==> src/rtl/edge_irq_ctrl_if.sv <==
// Pin-side and register-side signal bundle of the edge interrupt controller.
// The master drives pins, configuration and clear strobes; the slave is the controller.
interface edge_irq_ctrl_if #(
  parameter int CHANNELS  = 4,
  parameter int FLT_WIDTH = 8
);
  logic [CHANNELS-1:0]  dat_i;
  logic [CHANNELS-1:0]  en_i;
  logic [CHANNELS-1:0]  re_en_i;
  logic [CHANNELS-1:0]  fe_en_i;
  logic [FLT_WIDTH-1:0] flt_cnt_i;
  logic [CHANNELS-1:0]  clr_i;
  logic [CHANNELS-1:0]  dat_o;
  logic [CHANNELS-1:0]  pend_o;
  logic [CHANNELS-1:0]  ovf_o;
  logic                 irq_o;

  modport master (
    output dat_i, en_i, re_en_i, fe_en_i, flt_cnt_i, clr_i,
    input  dat_o, pend_o, ovf_o, irq_o
  );

  modport slave (
    input  dat_i, en_i, re_en_i, fe_en_i, flt_cnt_i, clr_i,
    output dat_o, pend_o, ovf_o, irq_o
  );
endinterface

==> src/rtl/edge_irq_ctrl.sv <==
// Multi-channel edge interrupt controller: pin synchronizer, consecutive-cycle
// glitch filter, rise/fall event select, sticky pending and overflow flags.
module edge_irq_ctrl #(
  parameter int CHANNELS  = 4,
  parameter int STAGE     = 2,
  parameter int FLT_WIDTH = 8
) (
  input  logic           clk_i,
  input  logic           rst_n_i,
  edge_irq_ctrl_if.slave bus
);

  typedef enum logic {
    ST_STABLE = 1'b0,
    ST_CHECK  = 1'b1
  } flt_state_e;

  localparam logic [FLT_WIDTH-1:0] CNT_ONE = {{(FLT_WIDTH-1){1'b0}}, 1'b1};

  logic [CHANNELS-1:0]  sync_r [STAGE];
  logic [CHANNELS-1:0]  lvl_s;
  flt_state_e           state_r     [CHANNELS];
  flt_state_e           state_nxt_s [CHANNELS];
  logic [FLT_WIDTH-1:0] cnt_r       [CHANNELS];
  logic [FLT_WIDTH-1:0] cnt_nxt_s   [CHANNELS];
  logic [FLT_WIDTH-1:0] thr_m1_s;
  logic [CHANNELS-1:0]  upd_s;
  logic [CHANNELS-1:0]  hit_s;
  logic [CHANNELS-1:0]  dat_r, pend_r, ovf_r;
  logic [CHANNELS-1:0]  dat_nxt_s, pend_nxt_s, ovf_nxt_s;

  // Synchronizer chain bringing the async pins into the clk_i domain.
  always_ff @(posedge clk_i or negedge rst_n_i) begin
    if (!rst_n_i) begin
      for (int k = 0; k < STAGE; k++) begin
        sync_r[k] <= '0;
      end
    end else begin
      sync_r[0] <= bus.dat_i;
      for (int k = 1; k < STAGE; k++) begin
        sync_r[k] <= sync_r[k-1];
      end
    end
  end

  assign lvl_s = sync_r[STAGE-1];

  // Acceptance threshold minus one; a programmed 0 behaves like 1.
  always_comb begin
    if (bus.flt_cnt_i == {FLT_WIDTH{1'b0}}) begin
      thr_m1_s = {FLT_WIDTH{1'b0}};
    end else begin
      thr_m1_s = bus.flt_cnt_i - CNT_ONE;
    end
  end

  // Filter next-state: count consecutive mismatches, accept at the threshold.
  // The >= compare lets a lowered threshold take effect on the next mismatch.
  always_comb begin
    for (int i = 0; i < CHANNELS; i++) begin
      state_nxt_s[i] = ST_STABLE;
      cnt_nxt_s[i]   = {FLT_WIDTH{1'b0}};
      upd_s[i]       = 1'b0;
      case (state_r[i])
        ST_STABLE, ST_CHECK: begin
          if (lvl_s[i] != dat_r[i]) begin
            if (cnt_r[i] >= thr_m1_s) begin
              upd_s[i] = 1'b1;
            end else begin
              state_nxt_s[i] = ST_CHECK;
              cnt_nxt_s[i]   = cnt_r[i] + CNT_ONE;
            end
          end else begin
            state_nxt_s[i] = ST_STABLE;
          end
        end
        default: begin
          state_nxt_s[i] = ST_STABLE;
        end
      endcase
    end
  end

  // Filter state and counter registers.
  always_ff @(posedge clk_i or negedge rst_n_i) begin
    if (!rst_n_i) begin
      for (int i = 0; i < CHANNELS; i++) begin
        state_r[i] <= ST_STABLE;
        cnt_r[i]   <= {FLT_WIDTH{1'b0}};
      end
    end else begin
      for (int i = 0; i < CHANNELS; i++) begin
        state_r[i] <= state_nxt_s[i];
        cnt_r[i]   <= cnt_nxt_s[i];
      end
    end
  end

  // Event qualification and sticky flags; a hit beats a simultaneous clear.
  always_comb begin
    dat_nxt_s  = dat_r ^ upd_s;
    hit_s      = bus.en_i & ((upd_s & lvl_s & bus.re_en_i) |
                             (upd_s & ~lvl_s & bus.fe_en_i));
    pend_nxt_s = hit_s | (pend_r & ~bus.clr_i);
    ovf_nxt_s  = (hit_s & pend_r) | (ovf_r & ~bus.clr_i);
  end

  // Filtered level, pending and overflow registers.
  always_ff @(posedge clk_i or negedge rst_n_i) begin
    if (!rst_n_i) begin
      dat_r  <= {CHANNELS{1'b0}};
      pend_r <= {CHANNELS{1'b0}};
      ovf_r  <= {CHANNELS{1'b0}};
    end else begin
      dat_r  <= dat_nxt_s;
      pend_r <= pend_nxt_s;
      ovf_r  <= ovf_nxt_s;
    end
  end

  assign bus.dat_o  = dat_r;
  assign bus.pend_o = pend_r;
  assign bus.ovf_o  = ovf_r;
  assign bus.irq_o  = |pend_r;

endmodule

==> src/flat_wrapper.sv <==
// flat-port wrapper written by rule: the top's interface ports become plain ports
module edge_irq_ctrl_flat 
#(
  parameter int CHANNELS  = 4,
  parameter int STAGE     = 2,
  parameter int FLT_WIDTH = 8
)
  (clk_i, rst_n_i, bus_dat_i, bus_en_i, bus_re_en_i, bus_fe_en_i, bus_flt_cnt_i, bus_clr_i, bus_dat_o, bus_pend_o, bus_ovf_o, bus_irq_o);
  edge_irq_ctrl_if #(.CHANNELS(CHANNELS), .FLT_WIDTH(FLT_WIDTH)) bus_i ();
  input  logic clk_i;
  input  logic rst_n_i;
  input wire logic [$bits(bus_i.dat_i)-1:0] bus_dat_i;
  input wire logic [$bits(bus_i.en_i)-1:0] bus_en_i;
  input wire logic [$bits(bus_i.re_en_i)-1:0] bus_re_en_i;
  input wire logic [$bits(bus_i.fe_en_i)-1:0] bus_fe_en_i;
  input wire logic [$bits(bus_i.flt_cnt_i)-1:0] bus_flt_cnt_i;
  input wire logic [$bits(bus_i.clr_i)-1:0] bus_clr_i;
  output wire logic [$bits(bus_i.dat_o)-1:0] bus_dat_o;
  output wire logic [$bits(bus_i.pend_o)-1:0] bus_pend_o;
  output wire logic [$bits(bus_i.ovf_o)-1:0] bus_ovf_o;
  output wire logic [$bits(bus_i.irq_o)-1:0] bus_irq_o;
  assign bus_i.dat_i = bus_dat_i;
  assign bus_i.en_i = bus_en_i;
  assign bus_i.re_en_i = bus_re_en_i;
  assign bus_i.fe_en_i = bus_fe_en_i;
  assign bus_i.flt_cnt_i = bus_flt_cnt_i;
  assign bus_i.clr_i = bus_clr_i;
  assign bus_dat_o = bus_i.dat_o;
  assign bus_pend_o = bus_i.pend_o;
  assign bus_ovf_o = bus_i.ovf_o;
  assign bus_irq_o = bus_i.irq_o;
  edge_irq_ctrl #(.CHANNELS(CHANNELS), .STAGE(STAGE), .FLT_WIDTH(FLT_WIDTH)) u_core (.clk_i(clk_i), .rst_n_i(rst_n_i), .bus(bus_i));
endmodule
==> config.mk <==
export PLATFORM = sky130hd
export DESIGN_NAME = edge_irq_ctrl_flat
export DESIGN_NICKNAME = d
export VERILOG_FILES = /design/src/rtl/edge_irq_ctrl_if.sv /design/src/rtl/edge_irq_ctrl.sv /design/src/flat_wrapper.sv
export SDC_FILE = /design/constraint.sdc
export NUM_CORES = 1
export LEC_CHECK = 0
export CELL_PAD_IN_SITES_DETAIL_PLACEMENT = 2
export CELL_PAD_IN_SITES_GLOBAL_PLACEMENT = 2
export CORE_ASPECT_RATIO = 0.7
export CORE_UTILIZATION = 37
export CTS_CLUSTER_DIAMETER = 30
export CTS_CLUSTER_SIZE = 16
export DETAILED_ROUTE_END_ITERATION = 6
export PLACE_DENSITY = 0.86
export SKIP_CTS_REPAIR_TIMING = 1
export SLEW_MARGIN = 25
export SYNTH_ARGS = -nofsm -noshare
export SYNTH_HDL_FRONTEND = slang
export SYNTH_SLANG_ARGS = --single-unit
export TNS_END_PERCENT = 50
==> constraint.sdc <==
create_clock -name clk_i -period 4 [get_ports clk_i]
set_input_delay 0.8 -clock clk_i [delete_from_list [all_inputs] [get_ports clk_i]]
set_output_delay 0.8 -clock clk_i [all_outputs]
set_load 0.02 [all_outputs]
=== Word-level counts from Yosys, hierarchy flattened ===
Cells that the tools add are included.

* $add $sub $neg: 5
* $lt $le $gt $ge: 4
* Eq/ne operators: 4
* Reduce and logical (&&, ||, !) cells: 2
* Muxes and demuxes: 17
* Bitwise operators: 14

{| class="wikitable"
|+ Operators with widths
! kind !! count
|-
| 8-bit two-way mux || 9
|-
| 8-bit by 1-bit adder with 8-bit output (second input constant) || 4
|-
| 4-bit bitwise AND || 8
|-
| 8-bit >= comparator || 4
|-
| 4-bit bitwise OR || 3
|-
| 8-bit logical NOT || 1
|-
| 1-bit two-way mux || 8
|-
| 4-bit NOT || 2
|-
| 8-bit by 1-bit subtractor with 8-bit output (second input constant) || 1
|-
| 1-bit != test || 4
|-
| 4-bit OR reduction || 1
|-
| 4-bit bitwise XOR || 1
|}

* Register bits: 52
* Input port bits: 30
* Output and inout port bits: 13

=== Depth between registers and ports, before layout ===
Gate-level depths: netlist of the first run.

* Word-level depth: 11
* Gate-level depth with buffers: 11
* Gate-level depth less buffers: 11

=== Worst setup path before layout of the first run ===
No wires, ideal clock.

* Path type: in2reg
* Start: input bus_flt_cnt_i[3]
* End: register with a tool-made name
* Slack: 0.644 ns
* Data required time: 3.875 ns
* Setup time: 0.125 ns
* Arrival: 3.231 ns
* Stages: 10
* Cell sequence: nor4_1 -> nand2_1 -> or3_1 -> and2_1 -> ha_1 -> nand2b_1 -> a2111oi_0 -> or4_4 -> nor2b_4 -> mux2_4

{| class="wikitable"
|+ RTL lines
! what !! line !! source
|-
| start: declaration || flat_wrapper.sv:16 || <nowiki>input wire logic [$bits(bus_i.flt_cnt_i)-1:0] bus_flt_cnt_i;</nowiki>
|}

==> impl_metrics.json, run 1 <==
{
  "synth_xor_area_share_pct": 9.17,
  "synth-seq-cells": 52,
  "gp_congestion": 0.736,
  "final_common_cell": "dfrtp_1",
  "finClkSkew_ns": 0.00690,
  "critical_path_required_ns": 4.21,
  "cts_root_buf": "clkbuf_16",
  "slowest_delay_ns": 0.48,
  "use_met1_pct": 28.4,
  "synth_edf_count": 0,
  "yosys_warnings": 0,
  "status": "finished, final reports clean",
  "rrSetupSlack_ns": 1.67,
  "drtIter0Drc": 54,
  "drive_above_1_share_pct": 5.70,
  "critPathLaunchType": "input pin",
  "min_path_type": "register to register",
  "worstPathArrival_ns": 4.03,
  "grt_usage_pct": 22.5,
  "grt_use_met3_pct": 5.19,
  "grtUsageMet2_pct": 39.1,
  "core-area_um2": 7510,
  "async_reset_ff_share_pct": 100,
  "insertion_delay_ns": 0.29,
  "ys_seq_area_share_pct": 44.0,
  "crit_top_cell": "nand2_1",
  "setup_viol": 0,
  "drt.antenna.violating_nets": 0,
  "grt_pass1_vias": 2805,
  "synth_compound_area_share_pct": 8.41,
  "drc": 0,
  "drv_cap": 0,
  "synthTopCellsByArea": "dfrtp_1 (44%), ha_1 (16%), xor2_1 (6.8%), nor2_1 (4.6%), nand2_1 (3.2%)",
  "yosys.area_share.simple_pct": 19.7,
  "nets": 417,
  "pre_cts_slack_ns": -0.129,
  "p_leak_nw": 1.75,
  "cp_cell_sequence": "clkdlybuf4s50_1 > nor4_2 > nand2_1 > or3_1 > and2_1 > ha_1 > nand2b_1 > a2111oi_1 > buf_4 > o31a_1 > nand2_1 > nor2_1",
  "powerDensity_nw_per_um2": 427,
  "synth_cells": 294,
  "post_synth_fa_ha_maj_area_fraction_pct": 15.6,
  "netlist.top_cell.by_area": "dfrtp_1",
  "hold_viol_final": 0,
  "cts_max_path_buffers": 2,
  "die_x_um": 109,
  "synth_top_family_by_area": "simple AND/OR/NAND/NOR gates",
  "fmax_ghz": 0.262,
  "post-route-period-util_pct": 95.4,
  "area_growth_pct": 25.1,
  "fin_crit_ns": 3.82,
  "via_per_inst": 5.38,
  "num_rows": 26,
  "synth_mux_area_share_pct": 1.27,
  "slew_viol_final": 0,
  "syn_area_per_cell_um2": 10.1,
  "mostFrequentLayoutCells": "dfrtp_1 (52), clkdlybuf4s50_1 (41), ha_1 (37)",
  "diodes": 0,
  "grt_pass1_wl_um": 14400,
  "synth_area_um2": 2960,
  "antenna_found_initial": 0,
  "finalWorstSetupSlack_ns": 0.183,
  "crit_type": "input pin to register",
  "detail_route.wl_per_cell_um": 19.3,
  "grt_max_degree": 28,
  "synthFlopType": "dfrtp_1",
  "start_util_pct": 39.4,
  "yosysUniqueCellTypes": 38,
  "slowest_stage": "clkdlybuf4s50_1",
  "drt_pass1_iterations": 4,
  "syn-num-nets": 361,
  "num_vias": 2417,
  "die_area_um2": 8370,
  "grt_busiest_layer": "met2",
  "peakVddDrop_uv": 245,
  "numPortBuffers": 42,
  "cts_max_level": 2,
  "grt_setup_unrepaired": "false",
  "hpwl_um": 6450,
  "finalSetupTns_ns": 0,
  "crit_fanout": 7,
  "clock_sinks": 52,
  "wl_um": 8670,
  "netlist.area_leader.share_pct": 44.0,
  "die_y_um": 76.8,
  "worstMarginPinSlew_ns": 0.623,
  "cts_tree": "yes",
  "grt-ovfl-total": 0,
  "pin_count": 43,
  "setup.worst_path.end_class": "register",
  "clk_pin_slew_ns": 0.07,
  "cts_buffers": 5,
  "relSlewSlack_pct": 58.5
}
## worst paths after layout
check	depth (start not counted)	startpoint	endpoint
hold reg to reg	0	u_core.sync_r[5]	u_core.lvl_s[1]
setup / recovery	12	bus_flt_cnt_i[3]	u_core.cnt_r[4]
max in group asynchronous	2	rst_n_i	u_core.cnt_r[7]
hold / removal	0	u_core.sync_r[5]	u_core.lvl_s[1]
setup reg to reg	8	u_core.cnt_r[0]	u_core.cnt_r[4]
min in group asynchronous	1	rst_n_i	u_core.sync_r[4]
## registers in the layout (all words and copies together), names as in the netlist, named ones only
register,cells
u_core.bus.ovf_o,4
u_core.lvl_s,4
u_core.bus.pend_o,4
u_core.sync_r,4
u_core.cnt_r,32
## cell type report
class / instances / area (um2)
Fill cell: 776 / 3810
Multi-Input combinational cell: 227 / 1610
Sequential cell: 52 / 1300
Timing Repair Buffer: 49 / 468
Clock buffer: 6 / 129
Tap cell: 98 / 123
Inverter: 15 / 56.3
Clock inverter: 2 / 16.3
## critical path, delay by kind of cell
kind | cells | cell delay (ns)
fa+ha+maj | 1 | 0.30
simple gates | 7 | 1.60
compound gates | 2 | 0.63
buf+inv | 2 | 0.68
## layer usage
layer	up-vias	part of all wire, %
met2	43	49
met5	-	0
met1	1219	46
met3	13	3.6
li1	1142	-
met4	0	1.1
## metrics by stage
step,cell area [um2],power [mW],hold slack [ns],utilization (%),cells
after detailed placement,3550,1.14,0.340,47.3,441
after global placement,3550,1.10,0.334,47.3,441
after floorplan,2960,0.927,0.331,-,294
after global routing,3700,1.68,0.361,49.3,449
final,3700,1.58,0.354,49.3,449
after CTS,3700,1.60,0.358,49.2,449
## cell usage after synthesis (5+ instances only)
cell	n
xnor2_1	8
o21ai_0	7
xor2_1	23
and3_1	13
o21a_1	5
nand2_1	25
nand3_1	18
dfrtp_1	52
inv_1	15
nor2_1	36
ha_1	37
a21oi_1	10
## power by group
part | switching [mW] | internal (mW)
Sequential | 0.100 | 0.591
Combinational | 0.248 | 0.210
Clock | 0.197 | 0.234
Total | 0.546 | 1.03
## cells by family after synthesis
kind of cell             Yosys count
AO/OA/AOI/OAI                     38
flip-flops                        52
XOR/XNOR                          31
multiplexers                       3
adder cells (fa/ha/maj)           37
buffers and inverters             15
AND/OR/NAND/NOR                  118
No activity file was read; power rests on OpenSTA's default activity.
==> inputs of run 2 (changes only) <==
--- a/config.mk
+++ b/config.mk
@@ -12,6 +12,7 @@
 export CTS_CLUSTER_DIAMETER = 30
 export CTS_CLUSTER_SIZE = 16
 export DETAILED_ROUTE_END_ITERATION = 6
+export GPL_ROUTABILITY_DRIVEN = 0
 export PLACE_DENSITY = 0.86
 export SKIP_CTS_REPAIR_TIMING = 1
 export SLEW_MARGIN = 25
==> results of run 2 <==
The final DEF is identical to that of run 1; final timing and power are the same.
==> inputs of run 3 (changes only) <==
--- a/config.mk
+++ b/config.mk
@@ -5,12 +5,11 @@
 export SDC_FILE = /design/constraint.sdc
 export NUM_CORES = 1
 export LEC_CHECK = 0
+export CAP_MARGIN = 20
 export CELL_PAD_IN_SITES_DETAIL_PLACEMENT = 2
 export CELL_PAD_IN_SITES_GLOBAL_PLACEMENT = 2
-export CORE_ASPECT_RATIO = 0.7
 export CORE_UTILIZATION = 37
 export CTS_CLUSTER_DIAMETER = 30
-export CTS_CLUSTER_SIZE = 16
 export DETAILED_ROUTE_END_ITERATION = 6
 export GPL_ROUTABILITY_DRIVEN = 0
 export PLACE_DENSITY = 0.86
==> impl_metrics.json, run 3 (same netlist as run 1, synthesis figures left out) <==
{
  "finalSetupTns_ns": 0,
  "powerDensity_nw_per_um2": 406,
  "grt_pass1_wl_um": 14200,
  "grt_max_degree": 29,
  "crit_fanout": 4,
  "cts_max_path_buffers": 2,
  "detail_route.wl_per_cell_um": 18.7,
  "crit_type": "input pin to register",
  "relSlewSlack_pct": 61.7,
  "setup.worst_path.end_class": "register",
  "top_register": "u_core.cnt_r",
  "drt_pass1_iterations": 4,
  "largest_register_ffs": 32,
  "core-area_um2": 7730,
  "mostFrequentLayoutCells": "dfrtp_1 (52), clkdlybuf4s50_1 (41), ha_1 (37)",
  "start_util_pct": 38.3,
  "post-route-period-util_pct": 96.9,
  "min_path_type": "register to register",
  "numPortBuffers": 42,
  "num_rows": 32,
  "grt_setup_unrepaired": "false",
  "drt.antenna.violating_nets": 0,
  "slew_viol_final": 0,
  "worstPathArrival_ns": 4.08,
  "status": "finished, final reports clean",
  "fin_crit_ns": 3.88,
  "final_common_cell": "dfrtp_1",
  "nets": 419,
  "wl_um": 8500,
  "cts_buffers": 5,
  "cts_tree": "yes",
  "hpwl_um": 6700,
  "drtIter0Drc": 66,
  "critical_path_required_ns": 4.20,
  "die_area_um2": 8360,
  "cts_root_buf": "clkbuf_8",
  "peakVddDrop_uv": 182,
  "antenna_found_initial": 0,
  "finalWorstSetupSlack_ns": 0.122,
  "die_y_um": 91.4,
  "hold_viol_final": 0,
  "area_growth_pct": 24.8,
  "hold_ws_ns": 0.364,
  "worstMarginPinSlew_ns": 0.575,
  "cts_max_level": 2,
  "drc": 0,
  "num_vias": 2421,
  "die_x_um": 91.4,
  "clk_pin_slew_ns": 0.10,
  "fmax_ghz": 0.258,
  "rrSetupSlack_ns": 1.75,
  "setup_viol": 0,
  "via_per_inst": 5.32,
  "drv_cap": 0,
  "diodes": 0,
  "pin_count": 43,
  "insertion_delay_ns": 0.31,
  "finClkSkew_ns": 0.00323,
  "drive_above_1_share_pct": 6.52,
  "grt-ovfl-total": 0,
  "grt_usage_pct": 22.1,
  "grt_pass1_vias": 2808,
  "clock_sinks": 52,
  "pre_cts_slack_ns": -0.189,
  "critPathLaunchType": "input pin",
  "p_leak_nw": 1.74
}
run 3: cell count changes in the layout (fill, tap and decap cells not counted), sizes merged:
cell / delta
clkbuf: -1
bufinv: +1
buf: +2
run 3: report_power, final:
part / switching [mW] / internal (mW) / total (mW) / leakage (nW)
sequential: 0.0940 / 0.591 / 0.685 / 0.695
clock: 0.184 / 0.185 / 0.370 / 0.0541
combinational: 0.240 / 0.206 / 0.445 / 0.994
total: 0.518 / 0.982 / 1.50 / 1.74
run 3: layout make-up:
| cell class | count | area (um2) |
|---|---|---|
| fill | 821 | 4030 |
| timing repair buffer | 51 | 483 |
| sequential | 52 | 1300 |
| clock inverter | 3 | 42.5 |
| tap | 102 | 128 |
| inverter | 15 | 56.3 |
| clock buffer | 5 | 68.8 |
| multi-input combinational | 227 | 1620 |
run 3: metrics by stage:
step	utilization (%)	power (mW)	area [um2]	instances
after detailed placement	46.2	1.13	3570	447
after CTS	47.7	1.51	3680	455
after floorplan	-	0.927	2960	294
after global routing	47.8	1.59	3690	455
final	47.8	1.50	3690	455
after global placement	46.2	1.09	3570	447
run 3: metal layers:
metal	GRT usage (%)	wire [um]
met5	0	0
met3	3.52	215
met1	26.0	3650
met4	6.61	167
met2	40.8	4460
run 3: final timing paths:
check,depth (start not counted),to,startpoint
max in group asynchronous,2,asynchronous set/reset pin,rst_n_i
min in group asynchronous,1,u_core.cnt_r[11],rst_n_i
min,0,u_core.lvl_s[1],u_core.sync_r[5]
max reg2reg,7,register,u_core.cnt_r[24]
max,12,register,bus_flt_cnt_i[1]
min reg2reg,0,u_core.lvl_s[1],u_core.sync_r[5]
run 3: critical path, stage by stage:
cell and delay (ns):
clkdlybuf4s50_1 0.58, inv_1 0.18, ha_1 0.21, nand2_1 0.08
or3_1 0.36, and2_1 0.24, ha_1 0.29, nand2b_1 0.17
a2111oi_2 0.48, or4_4 0.23, nor2b_4 0.16, mux2_4 0.30
